==> config.mk <==
export PLATFORM = sky130hd
export DESIGN_NAME = cntdn_timer
export DESIGN_NICKNAME = d
export VERILOG_FILES = /design/src/rtl/cntdn_timer.sv
export SDC_FILE = /design/constraint.sdc
export NUM_CORES = 1
export LEC_CHECK = 0
export ABC_CLOCK_PERIOD_IN_PS = 3050
export BUFFER_PORTS_ARGS = -buffer_cell sky130_fd_sc_hd__buf_4
export CAP_MARGIN = 20
export CORE_MARGIN = 2
export CORE_UTILIZATION = 49
export CTS_CLUSTER_DIAMETER = 50
export DETAILED_ROUTE_END_ITERATION = 7
export PLACE_DENSITY = 0.76
export SYNTH_ARGS = -nofsm -noshare
export SYNTH_HDL_FRONTEND = slang
export SYNTH_SLANG_ARGS = --single-unit
==> constraint.sdc <==
create_clock -name clk -period 3.05 [get_ports clk]
set_clock_uncertainty 0.05 [all_clocks]
set_input_delay 0 -clock clk [delete_from_list [all_inputs] [get_ports clk]]
set_output_delay 0 -clock clk [all_outputs]
set_load 0.005 [all_outputs]
==> src/rtl/cntdn_timer.sv <==
// Down-counting timer with load, clear, pause and terminal-count pulse.
// Optional macro CNTDN_AUTORELOAD_EN: reload from the last loaded value on expiry instead of stopping.
module cntdn_timer #(
   parameter int unsigned n = 10
) (
   input  logic         clk,
   input  logic         res_n,
   input  logic         enable,
   input  logic         clear,
   input  logic         load,
   input  logic [n-1:0] load_val,
   output logic [n-1:0] cnt_out,
   output logic         zero,
   output logic         tc,
   output logic         busy
);

   localparam logic [1:0] S_IDLE  = 2'd0;
   localparam logic [1:0] S_RUN   = 2'd1;
   localparam logic [1:0] S_PAUSE = 2'd2;
   localparam logic [1:0] S_DONE  = 2'd3;

   logic [1:0]   r_state;
   logic [n-1:0] r_cnt;
   logic [n-1:0] r_reload;
   logic         r_zero;
   logic         r_tc;
   logic         r_busy;

   logic [1:0]   w_state_nx;
   logic [n-1:0] w_cnt_nx;
   logic [n-1:0] w_reload_nx;
   logic         w_tc_nx;
   logic         w_dec;

   // Next-state and next-count: clear beats load beats decrement.
   always_comb begin
      w_state_nx  = r_state;
      w_cnt_nx    = r_cnt;
      w_reload_nx = r_reload;
      w_tc_nx     = 1'b0;
      w_dec       = 1'b0;

      if (clear) begin
         w_state_nx = S_IDLE;
         w_cnt_nx   = '0;
      end else if (load) begin
         w_cnt_nx    = load_val;
         w_reload_nx = load_val;
         w_state_nx  = (load_val != '0) ? S_RUN : S_DONE;
      end else begin
         case (r_state)
            S_RUN: begin
               if (enable) w_dec = 1'b1;
               else        w_state_nx = S_PAUSE;
            end
            S_PAUSE: begin
               if (enable) begin
                  w_state_nx = S_RUN;
                  w_dec      = 1'b1;
               end
            end
            default: ;
         endcase
      end

      // Expiry on the 1->0 step; a zero count in RUN never wraps.
      if (w_dec) begin
         if (r_cnt == '0) begin
            w_state_nx = S_DONE;
         end else if (r_cnt == n'(1)) begin
            w_tc_nx = 1'b1;
`ifdef CNTDN_AUTORELOAD_EN
            w_cnt_nx   = r_reload;
            w_state_nx = S_RUN;
`else
            w_cnt_nx   = '0;
            w_state_nx = S_DONE;
`endif
         end else begin
            w_cnt_nx = r_cnt - n'(1);
         end
      end
   end

   always_ff @(posedge clk or negedge res_n) begin
      if (!res_n) begin
         r_state  <= S_IDLE;
         r_cnt    <= '0;
         r_reload <= '0;
         r_zero   <= 1'b1;
         r_tc     <= 1'b0;
         r_busy   <= 1'b0;
      end else begin
         r_state  <= w_state_nx;
         r_cnt    <= w_cnt_nx;
         r_reload <= w_reload_nx;
         r_zero   <= (w_cnt_nx == '0);
         r_tc     <= w_tc_nx;
         r_busy   <= (w_state_nx == S_RUN) || (w_state_nx == S_PAUSE);
      end
   end

   assign cnt_out = r_cnt;
   assign zero    = r_zero;
   assign tc      = r_tc;
   assign busy    = r_busy;

endmodule

==> impl.org <==
** Clock network
- Number of buffers created by CTS :: 3
- Post-CTS timing repair inserted 0 buffers for setup.
- In this run the deepest clock path goes through 2 buffers.
- Counting every sink on the clock net gives 15.
- Clock-pin slew was measured on the worst setup and hold paths at about 0.09 ns.
- CTS-repair resized insts :: 0
- In this run the number of H-tree levels came out at 1.
- Clock latency on the worst-skew pair, taken at its later pin, is slightly below 0.3 ns.
- Clock Root Buffer :: sky130_fd_sc_hd__clkbuf_4
- CTS tree :: yes

** Setup path
- Classification of the worst setup path :: reg -> reg
- In this run the worst setup path begins at r_state[0]$_DFF_PN0_.
- At the worst endpoint, the required time is between 3 and 4 ns.
- The startpoint identified for the worst register-to-register timing path is r_state[0]$_DFF_PN0_.
- In this run the worst path has a maximum fanout of 9.
- The worst setup path is launched from a register.
- At the worst endpoint, the arrival time is a little under 3 ns.
- Kind of end point of the critical path :: register

** Cells and area
- Number of nets in the final layout :: 180
- The layout has between 150 and 200 filler cells.
- Final non-filler cell area :: 1450 um^2
- Core Util, Final :: 66.3%
- Relative to the synthesized area, the layout overhead comes to 28.4%.
- Layout cells sized above 1 :: around 25%
- The repair_antennas step left the layout with diodes totalling 0.

** Drt
- Iteration count of the initial detailed-routing pass :: 4
- The detailed router finished its first iteration with 19 violations.
- Via density :: slightly above 6
- After detailed routing, the number of remaining DRC violations is 0.
- After detailed routing, the total wire length is 2990 um.
- Dividing the detail-routed wire length by the instance count gives around 16 um.
- For this block, the via count after detailed routing is 1132.
- Detail Route Antenna Nets :: 0

** Worst hold path
- The tightest min-delay check is of the in -> reg type.
- Beginning of the worst hold path :: load_val[0]

** Power
- Overall power consumption after layout is estimated at 0.000561 W.
- Cell area power density :: 386 nW/um^2
- LEAKAGE :: approximately 0.64 nW
- Across the VDD grid, the largest voltage drop is about 320 uV.

** Die
- Area of the die :: 2710 um^2
- After floorplanning, the core was divided into 17 placement rows.
- Effective utilization at floorplan :: between 50% and 60%
- Chip Height :: 52.0 um
- Area of the core region :: between 2000 and 2500 um^2
- Horizontal die dimension :: 52.0 um
- Number of top-level pins :: 28

** Logic synthesis
- The top cell type by area accounts for a little under a third of the synthesized area.
- Part of the Yosys area used for sequential elements :: between 30% and 40%
- Of all cell types, the one taking the most synthesized area is sky130_fd_sc_hd__dfrtp_1.
- Yosys attributes the largest share of cell area to sky130_fd_sc_hd__dfrtp_1 (31%), sky130_fd_sc_hd__ha_1 (5.5%), sky130_fd_sc_hd__nand2_1 (3.7%).
- Number of enable flip-flop cells after synthesis :: 0
- The mapped netlist covers 1130 um^2.
- Cell variety after synth :: between 40 and 50
- Post-synth ARST share :: between 90% and 100%
- Synthesis inferred 15 register bits.
- Among all flip-flop cells after synthesis, the most frequent one is sky130_fd_sc_hd__dfrtp_1.
- For this run, the number of Yosys warnings is 0.
- Dividing the synthesized area by the synthesized cell count gives between 9 and 10 um^2.
- Top cell types by occurrence after synthesis :: sky130_fd_sc_hd__dfrtp_1 (14), sky130_fd_sc_hd__nand2_1 (11), sky130_fd_sc_hd__inv_1 (8)
- Synthesized Nets :: 145
- Yosys instantiated no cell more often than sky130_fd_sc_hd__dfrtp_1.
- Cells after synthesis :: roughly 130

** Job
- The tool flagged a number of max-cap violations equal to 0.

** GRT
- Wire length of the first global-routing pass :: ~4800 um
- The number of antenna violations at the first check in global routing is 0.
- Met3 demand-to-capacity share in global routing :: 3.74%
- GR Layer Usage met2 :: about 40%
- GRT Residual Overflow :: 0
- Most used routing layer in global routing :: met2
- Global routing consumed, over all layers together, about a quarter of the routing resources.
- Global routing used about a third of the available met1 tracks.
- The via count of the first global-routing pass was 1054.
- Maximum number of pins on one net before global-route repair :: 16

** STA
- Minimum clock period after layout :: about 2.8 ns
- Number of setup violations in the final report :: 0
- Timing would allow up to between 300 and 400 MHz.
- Hold timing on the final database bottoms out at a slack of -0.000982 ns.
- Sum of negative setup slack :: 0 ns
- Headroom to the max-slew limit :: 65.2%
- The number of max-slew violations in the final report is 0.
- Tightest Pin Transition :: 0.517 ns
- Final period utilization :: around nine tenths
- Setup repair after global routing missed its margin :: false
- Number of failing hold endpoints at the final stage :: 1

** Place
- Once placement finished, the instance area stood at 1360 um^2.
- In this run the tool buffered the top-level ports with 27 buffer cells.
- Routability-driven placement finished with a final weighted congestion of about 0.92.
- The wire-length estimate of the detail-placed layout is 2310 um.

** Run status
- Failing checks :: hold timing
- The flow ran to the end, but the final reports show violations.
state kept, by name, indices dropped and copies added, names as in the netlist:
name,flops
cnt_out,10
busy,1
zero,1
r_state,2
tc,1
per-layer routing:
layer / share of wire (%) / wire (um)
met5: 0 / 0
met4: 1.5 / 45
met3: 5.1 / 152
met2: 47 / 1410
met1: 46 / 1390
through the flow:
step                      instances  setup WS (ns)
after floorplan                 125          0.554
after global placement          176          0.429
after detailed placement        176          0.327
after CTS                       187          0.310
after global routing            187          0.125
final                           187          0.295
worst max-delay path, cell delays in order, from the launching register on:
cell and delay, ns:
sky130_fd_sc_hd__dfrtp_1 0.38, sky130_fd_sc_hd__inv_1 0.07, sky130_fd_sc_hd__ha_1 0.35, sky130_fd_sc_hd__or4b_1 0.69
sky130_fd_sc_hd__a31oi_4 0.31, sky130_fd_sc_hd__or3_4 0.21, sky130_fd_sc_hd__a21boi_1 0.06, sky130_fd_sc_hd__a211o_1 0.30
sky130_fd_sc_hd__nor4_2 0.24
timing repair:
action	4_1_cts	5_1_grt
hold buffers	7	0
hold endpoints to repair	22	0
setup endpoints to repair	0	0
where the power goes:
group,internal [W],switching [W]
clock,0.0000508,0.0000667
combinational,0.0000981,0.000102
sequential,0.000217,0.0000268
total,0.000366,0.000195
cells in the final DEF, fill, tap and decap left out, types with 2 or more instances in the layout:
cell / n
sky130_fd_sc_hd__nand3b_1: 2
sky130_fd_sc_hd__mux2i_1: 4
sky130_fd_sc_hd__o311ai_0: 3
sky130_fd_sc_hd__nor2_1: 7
sky130_fd_sc_hd__nor2b_1: 2
sky130_fd_sc_hd__nand2_1: 11
sky130_fd_sc_hd__inv_1: 8
sky130_fd_sc_hd__buf_4: 28
sky130_fd_sc_hd__nor3_1: 3
sky130_fd_sc_hd__ha_1: 5
sky130_fd_sc_hd__clkbuf_4: 3
sky130_fd_sc_hd__nor4_1: 4
sky130_fd_sc_hd__nand2b_1: 3
sky130_fd_sc_hd__dfrtp_1: 14
sky130_fd_sc_hd__a31oi_1: 4
sky130_fd_sc_hd__or3_1: 2
sky130_fd_sc_hd__o21ai_0: 7
sky130_fd_sc_hd__a21o_1: 2
sky130_fd_sc_hd__a221o_1: 3
sky130_fd_sc_hd__and2_1: 2
sky130_fd_sc_hd__or4_1: 2
sky130_fd_sc_hd__o22ai_1: 4
sky130_fd_sc_hd__or2_2: 2
sky130_fd_sc_hd__dlygate4sd3_1: 7
sky130_fd_sc_hd__nor4_2: 2
path summary, 6_finish.rpt:
path / endpoint / slack, ns / cells past startpoint
max in group asynchronous: zero$_DFF_PN1_ / 2.66 / 2
setup reg to reg: zero$_DFF_PN1_ / 0.29 / 8
setup / recovery: zero$_DFF_PN1_ / 0.29 / 8
hold / removal: cnt_out[0]$_DFF_PN0_ / -0.001 / 3
hold reg to reg: cnt_out[0]$_DFF_PN0_ / 0.55 / 1
min in group asynchronous: cnt_out[8]$_DFF_PN0_ / 0.04 / 2
cells by family after synthesis:
logic type	count (synthesis)	share of synthesized area [%]
AO/OA/AOI/OAI	38	25.8
XOR/XNOR	2	1.55
adder cells (fa/ha/maj)	5	5.53
buffers and inverters	13	4.42
flip-flops	15	33.3
multiplexers	4	3.54
AND/OR/NAND/NOR	48	25.9
layout make-up:
cell class | instances | area, um^2 | area share (%)
tap | 28 | 35.0 | 2.41
sequential | 15 | 377 | 25.9
timing repair buffer | 35 | 280 | 19.3
multi-input combinational | 97 | 704 | 48.5
clock buffer | 4 | 26.3 | 1.81
inverter | 8 | 30.0 | 2.07
(Power assumes the default switching activity.)
